File: config.mk
export PLATFORM = sky130hd
export DESIGN_NAME = mdu_iter
export DESIGN_NICKNAME = d
export VERILOG_FILES = /design/src/rtl/mdu_iter.sv
export SDC_FILE = /design/constraint.sdc
export NUM_CORES = 1
export LEC_CHECK = 0
export BUFFER_PORTS_ARGS = -buffer_cell sky130_fd_sc_hd__buf_2
export CAP_MARGIN = 5
export CORE_UTILIZATION = 40
export CTS_BUF_LIST = sky130_fd_sc_hd__clkbuf_4
export CTS_CLUSTER_SIZE = 8
export DETAILED_ROUTE_END_ITERATION = 10
export SLEW_MARGIN = 25
export SYNTH_ARGS = -nofsm -noshare
export SYNTH_HDL_FRONTEND = slang
export SYNTH_SLANG_ARGS = --single-unit
File: constraint.sdc
create_clock -name clk -period 4.65 [get_ports clk]
set_input_delay 0.2325 -clock clk [delete_from_list [all_inputs] [get_ports clk]]
set_output_delay 0.2325 -clock clk [all_outputs]
set_load 0.01 [all_outputs]
File: src/rtl/mdu_iter.sv
// mdu_iter: iterative MULT/DIV unit with HI/LO registers.
// One radix-2 step per cycle, sign fix-up in a final cycle.

module mdu_iter #(
  parameter int DATA_WIDTH = 32
) (
  input  logic                  clk,
  input  logic                  rst,
  input  logic                  start,
  input  logic [2:0]            op,
  input  logic [DATA_WIDTH-1:0] a,
  input  logic [DATA_WIDTH-1:0] b,
  output logic                  busy,
  output logic                  done,
  output logic [DATA_WIDTH-1:0] hi,
  output logic [DATA_WIDTH-1:0] lo,
  output logic                  div_by_zero
);

  localparam int W  = DATA_WIDTH;
  localparam int CW = (W > 1) ? $clog2(W) : 1;

  localparam logic [2:0] OP_MTHI = 3'b100;
  localparam logic [2:0] OP_MTLO = 3'b101;

  typedef enum logic [1:0] {
    IDLE = 2'd0,
    CALC = 2'd1,
    FIX  = 2'd2
  } state_t;

  state_t state;
  state_t state_nx;

  logic [CW-1:0]  cnt;
  logic [W-1:0]   ma;
  logic [W-1:0]   mb;
  logic [2*W-1:0] prod;
  logic           neg_a;
  logic           neg_b;
  logic [2:0]     op_q;

  logic           accept;
  logic           go;
  logic           sgn_in;
  logic           a_neg;
  logic           b_neg;
  logic [W-1:0]   a_mag;
  logic [W-1:0]   b_mag;

  logic           is_div;
  logic           sgn_q;
  logic [W:0]     mul_sum;
  logic [W:0]     div_sh;
  logic [W:0]     div_diff;
  logic           q_bit;
  logic [2*W-1:0] step;

  logic           dz;
  logic           flip;
  logic [2*W-1:0] p_mul;
  logic [W-1:0]   q_fix;
  logic [W-1:0]   r_fix;
  logic [W-1:0]   a_orig;
  logic [W-1:0]   fix_hi;
  logic [W-1:0]   fix_lo;

  assign busy = (state != IDLE);

  // Request decode and operand magnitudes.
  always_comb begin
    accept = (state == IDLE) && start;
    go     = accept && !op[2];
    sgn_in = !op[0];
    a_neg  = sgn_in && a[W-1];
    b_neg  = sgn_in && b[W-1];
    a_mag  = a_neg ? (~a + 1'b1) : a;
    b_mag  = b_neg ? (~b + 1'b1) : b;
  end

  // Next-state logic.
  always_comb begin
    state_nx = state;
    unique case (state)
      IDLE: if (go) state_nx = CALC;
      CALC: if (cnt == CW'(W - 1)) state_nx = FIX;
      FIX:  state_nx = IDLE;
      default: state_nx = IDLE;
    endcase
  end

  // State register.
  always_ff @(posedge clk) begin
    if (rst) state <= IDLE;
    else     state <= state_nx;
  end

  // One radix-2 step: prod is {acc_hi, multiplier} or {rem, quo}.
  always_comb begin
    is_div   = op_q[1];
    mul_sum  = {1'b0, prod[2*W-1:W]}
             + (prod[0] ? {1'b0, ma} : '0);
    div_sh   = {prod[2*W-1:W], prod[W-1]};
    div_diff = div_sh - {1'b0, mb};
    q_bit    = !div_diff[W];
    if (is_div) begin
      step = {q_bit ? div_diff[W-1:0] : div_sh[W-1:0],
              prod[W-2:0], q_bit};
    end else begin
      step = {mul_sum, prod[W-1:1]};
    end
  end

  // Sign fix-up and divide-by-zero result selection.
  always_comb begin
    sgn_q  = !op_q[0];
    dz     = (mb == '0);
    flip   = sgn_q && (neg_a ^ neg_b);
    p_mul  = flip ? (~prod + 1'b1) : prod;
    q_fix  = flip ? (~prod[W-1:0] + 1'b1)
                  : prod[W-1:0];
    r_fix  = (sgn_q && neg_a)
           ? (~prod[2*W-1:W] + 1'b1)
           : prod[2*W-1:W];
    a_orig = neg_a ? (~ma + 1'b1) : ma;
    if (is_div && dz) begin
      fix_hi = a_orig;
      fix_lo = '1;
    end else if (is_div) begin
      fix_hi = r_fix;
      fix_lo = q_fix;
    end else begin
      fix_hi = p_mul[2*W-1:W];
      fix_lo = p_mul[W-1:0];
    end
  end

  // Operand latch, iteration, HI/LO writes.
  always_ff @(posedge clk) begin
    if (rst) begin
      cnt         <= '0;
      ma          <= '0;
      mb          <= '0;
      prod        <= '0;
      neg_a       <= 1'b0;
      neg_b       <= 1'b0;
      op_q        <= '0;
      hi          <= '0;
      lo          <= '0;
      done        <= 1'b0;
      div_by_zero <= 1'b0;
    end else begin
      done <= 1'b0;
      unique case (state)
        IDLE: begin
          unique case (1'b1)
            go: begin
              ma          <= a_mag;
              mb          <= b_mag;
              neg_a       <= a_neg;
              neg_b       <= b_neg;
              op_q        <= op;
              cnt         <= '0;
              div_by_zero <= 1'b0;
              prod        <= op[1]
                           ? {{W{1'b0}}, a_mag}
                           : {{W{1'b0}}, b_mag};
            end
            accept && (op == OP_MTHI): hi <= a;
            accept && (op == OP_MTLO): lo <= a;
            default: ;
          endcase
        end
        CALC: begin
          prod <= step;
          cnt  <= cnt + 1'b1;
        end
        FIX: begin
          hi          <= fix_hi;
          lo          <= fix_lo;
          done        <= 1'b1;
          div_by_zero <= is_div && dz;
        end
        default: ;
      endcase
    end
  end

endmodule

Yosys cells after proc, flatten, opt, wreduce, memory -nomap -nowiden --
Cells that the tools add are included.
Cells by class: add/sub/neg operators 9, mux-type cells 28, equality and inequality tests 9, bitwise gates (word level) 7, reductions and logical operators 24
Operators by type and width (count):
- 32-bit 2-to-1 mux | 14
- 64-bit 2-to-1 mux | 3
- 32-bit by 1-bit adder with 32-bit output (second input constant) | 5
- 32-bit inverter | 5
- 32-bit one-hot mux with 2 select lines | 2
- 64-bit one-hot mux with 2 select lines | 1
- 64-bit by 1-bit adder with 64-bit output (second input constant) | 1
- 64-bit inverter | 1
- 32-bit by 32-bit adder with 33-bit output | 1
- 33-bit by 32-bit subtractor with 33-bit output | 1
- 32-bit logical NOT | 1
- 2-bit AND reduction | 6
- 5-bit one-hot mux with 2 select lines | 1
- 1-bit logical AND | 9
- 3-bit == test (second input constant) | 2
- 2-bit nonzero test | 3
- 5-bit by 1-bit adder with 5-bit output (second input constant) | 1
- 5-bit == test (second input constant) | 1
- 5-bit 2-to-1 mux | 1
- 1-bit logical NOT | 4
- 2-bit 2-to-1 mux | 2
- 2-bit by 1-bit != test with 1-bit output (second input constant) | 2
- 2-bit != test (second input constant) | 2
- 2-bit one-hot mux with 2 select lines | 1
- 6 further kinds | 7
Word-level totals: register bits after elaboration 205, input port bits 70, output and inout port bits 67

Depth between registers and ports, before layout --
depth after elaboration 6, mapped depth 18

Least setup slack after synthesis --
OpenSTA, ideal clock, no wires.
path kind register to register, from register prod[0], to register prod[63], setup slack 1100 ps, library setup time 95 ps, arrival time 3455 ps, required time 4555 ps, stages on the path, launching flop included 19, cell sequence dfxtp_1 > clkbuf_1 > clkbuf_1 > inv_1 > nor2_1 > ha_1 > inv_1 > fa_1 > nand2b_1 > a21oi_1 > o21bai_1 > a21oi_1 > a31oi_1 > o31ai_1 > nand2_1 > a211oi_1 > o31a_1 > o31ai_1 > a221oi_1
Between the ends: word-level cells in the longest chain between the ends 4
Ends and longest elaborated chain:
- from (decl) | RTL line 38 | logic [2*W-1:0] prod;
- from (signal assigned) | RTL line 165 | prod <= op[1]
- from (signal assigned) | RTL line 175 | prod <= step;
- 32-bit 2-to-1 mux | RTL line 102 | + (prod[0] ? {1'b0, ma} : '0);
- 32-bit by 32-bit adder with 33-bit output | RTL line 102
- 64-bit 2-to-1 mux | RTL line 106 | if (is_div) begin
- 64-bit one-hot mux with 2 select lines | RTL line 154 | unique case (state)
Every way passes these cells. A chain may end at the register's enable or synchronous reset.

Final worst setup path --
Ends and elaborated chain as after synthesis.

==> results.sh <==
export IMPL_status="completed"
export IMPL_areaGrowthSynthToFinish_pct=15.5
export IMPL_grt_use_total=0.317
export IMPL_grt_pass1_wl_um=99700
export IMPL_yosysTopAreaCell="dfxtp_1"
export IMPL_fin_cells=2855
export IMPL_antenna_found_initial=1
export IMPL_synth_cells=2127
export IMPL_critPathSlowestCell="fa_1"
export IMPL_yosys_area_share_adder=0.0576
export IMPL_synth_compound_area_frac=0.272
export IMPL_ant_nets=0
export IMPL_syn_area_per_cell_um2=7.58
export IMPL_finalHoldViolCount=0
export IMPL_period_needed_ns=3.84
export IMPL_crit_path_end_kind="register"
export IMPL_htreeDepth=2
export IMPL_grt_ovfl_total=0
export IMPL_port_buffers=136
export IMPL_ir_drop_mv=0.186
export IMPL_clock_path_buffers=3
export IMPL_firstDrtPassIters=6
export IMPL_slew_limit_headroom=0.295
export IMPL_fin_nets=2424
export IMPL_via_per_inst=6.09
export IMPL_post_drt_wl_per_cell_um=23.4
export IMPL_grt_pass1_vias=16400
export IMPL_startpoint_type="register"
export IMPL_cp_arrival_ns=4.46
export IMPL_ys_flop_type="dfxtp_1"
export IMPL_ys_warn_count=0
export IMPL_cts_sinks=205
export IMPL_synth_edf_count=0
export IMPL_powerDensity_nw_per_um2=284
export IMPL_vias=17400
export IMPL_ys_ff_latch=205
export IMPL_final_setup_tns_ns=0
export IMPL_cts_buffers=58
export IMPL_synth_top_area_share=0.255
export IMPL_clock_latency_ns=0.78
export IMPL_multi_input_area_um2=11200
export IMPL_finalMaxSlewViolations=0
export IMPL_worst_slew_pin_slew_ns=1.05
export IMPL_crit_family="compound AO/OA/AOI/OAI gates"
export IMPL_critPathBufInv=1
export IMPL_fin_skew_ns=0.0810
export IMPL_rows=73
export IMPL_clockRootBuffer="clkbuf_4"
export IMPL_gp_congestion=1.00
export IMPL_dp_cells=2683
export IMPL_ioPinCount=137
export IMPL_worstPathCellList="buf_4, nand2_1, fa_1, nand2b_1, a21oi_1, o21bai_1, a21oi_1, a31oi_1, o31ai_1, nand2_1, a211oi_1, o31a_1, o31ai_1, a221oi_1"
export IMPL_syn_area_um2=16100
export IMPL_max_stage_delay_ns=0.44
export IMPL_leakagePower_nw=7.50
export IMPL_dp_hpwl_um=50600
export IMPL_drive_above_1_share=0.131
export IMPL_yosysUniqueCellTypes=80
export IMPL_drc_errors=0
export IMPL_core_um2=39700
export IMPL_syn_nets=2270
export IMPL_regArea_um2=4110
export IMPL_synth_xor_area_frac=0.110
export IMPL_grt_setup_unrepaired="false"
export IMPL_synth_area_mux_share=0.0599
export IMPL_hold_path_class="in2reg"
export IMPL_fillerInstances=4078
export IMPL_maxCapViolations=0
export IMPL_fmax_mhz=261
export IMPL_worstPathRequired_ns=5.27
export IMPL_ys_top_cells_by_area="dfxtp_1 (25%), xnor2_1 (6.5%), a21oi_1 (6.0%)"
export IMPL_total_power_w=0.00529
export IMPL_wl_um=66800
export IMPL_finalCritPeriodShare=0.825
export IMPL_drtIter0Drc=1726
export IMPL_cts_tree="built"
export IMPL_grt_max_degree=63
export IMPL_path_clk_slew_ns=0.07
export IMPL_start_util=0.406
export IMPL_die_w_um=203
export IMPL_cts_resized_gates=0
export IMPL_synth_async_reset_ratio=0
export IMPL_die_y_um=203
export IMPL_setup_viol=0
export IMPL_synth_simple_area_share=0.194
export IMPL_path_class="reg2reg"
export IMPL_crit_fanout=37
export IMPL_ys_seq_area_frac=0.255
export IMPL_synth_top_family_by_area="compound AO/OA/AOI/OAI gates"
export IMPL_die_area_um2=41100
export IMPL_whs_ns=0.0626
flip-flops by register name, indices dropped and copies added, names as in the netlist, 2 cells and up:
signal and flops:
cnt 5, hi 32, lo 32, ma 32, mb 32, op_q 2
prod 64, state 2
worst paths after layout:
| path | from | end | slack [ns] | depth (start not counted) |
|---|---|---|---|---|
| hold reg to reg | cnt[3] | cnt[3] | 0.49 | 1 |
| setup / recovery | prod[0] | prod[63] | 0.81 | 14 |
| hold / removal | b[25] | mb[25] | 0.06 | 3 |
| setup reg to reg | prod[0] | prod[63] | 0.81 | 14 |
layer usage:
metal,wire [um],vias up,track usage,part of all wire
met2,29500,862,0.496,0.44
li1,-,8100,-,-
met5,0,-,0,0
met4,3050,0,0.141,0.046
met1,28400,8255,0.424,0.43
met3,5850,169,0.0579,0.088
cell type report:
class	count	share of cell area
repair buffers	231	0.0835
clock inverters	16	0.00491
diodes	1	0.000134
clock buffers	92	0.0371
well taps	525	0.0353
flip-flops and latches	205	0.221
multi-input cells	1708	0.603
inverters	77	0.0155
tightest hold or removal path: cells and delay by family:
kind / cells / cell delay [ns]
AOI/OAI and AO/OA: 1 / 0.24
xor gates and xnor gates: 1 / 0.17
buffers and inverters: 1 / 0.11
where the power goes:
| group | total (W) | internal (W) | switching (W) |
|---|---|---|---|
| Sequential | 0.00198 | 0.00184 | 0.000141 |
| Clock | 0.00182 | 0.000949 | 0.000873 |
| Combinational | 0.00148 | 0.000545 | 0.000937 |
| Total | 0.00529 | 0.00334 | 0.00195 |
logic make-up (layout without fill, tap and decap cells):
logic type / Yosys count / count (layout)
fa+ha+maj: 73 / 73
simple gates: 660 / 660
flops: 205 / 205
buf+inv: 214 / 416
other cells: 0 / 1
xor+xnor: 202 / 202
mux: 96 / 96
compound gates: 677 / 677
layout by cell type, fill, tap and decap left out, drive strengths merged, types with 17 or more instances in the layout:
master       netlist  layout
nor3              59      59
nor2             226     226
a211oi           111     111
a21o              24      24
clkbuf           117      92
or4               17      17
mux2i             92      92
nand2b            29      29
dfxtp            205     205
and2              40      40
xnor2            119     119
o21ai            144     144
xor2              83      83
o31ai             27      27
nand3             17      17
dlygate4sd3        0      63
nor4              24      24
a21oi            194     194
a221oi            43      43
a31oi             18      18
buf               20     168
inv               76      77
nand2            183     183
ha                71      71
timing repair:
action	CTS	global route
hold buffers	63	0
buffers inserted	0	0
endpoints found under the hold margin	87	0
cell usage after synthesis (all sizes together) (4+ instances only):
cell    count
a211oi    111
a21o       24
a21oi     194
a221o      16
a221oi     43
a22oi      16
a311oi      6
a31oi      18
and2       40
and3        7
buf        20
clkbuf    117
dfxtp     205
ha         71
inv        76
mux2        4
mux2i      92
nand2     183
nand2b     29
nand3      17
nand4      11
nor2      226
nor2b      10
nor3       59
nor4       24
o211ai     10
o21a        9
o21ai     144
o21bai      8
o22ai       9
o31ai      27
o41ai      12
or2         9
or3        14
or4        17
xnor2     119
xor2       83
per-stage QoR:
stage / instance area [um2] / utilization / setup WS (ns)
floorplan: 16100 / - / 1.10
global placement: 17200 / 0.433 / 1.06
detailed placement: 17200 / 0.433 / 0.942
CTS: 18600 / 0.468 / 0.843
global route: 18600 / 0.468 / 0.465
finish: 18600 / 0.468 / 0.812
(Power assumes the default switching activity.)
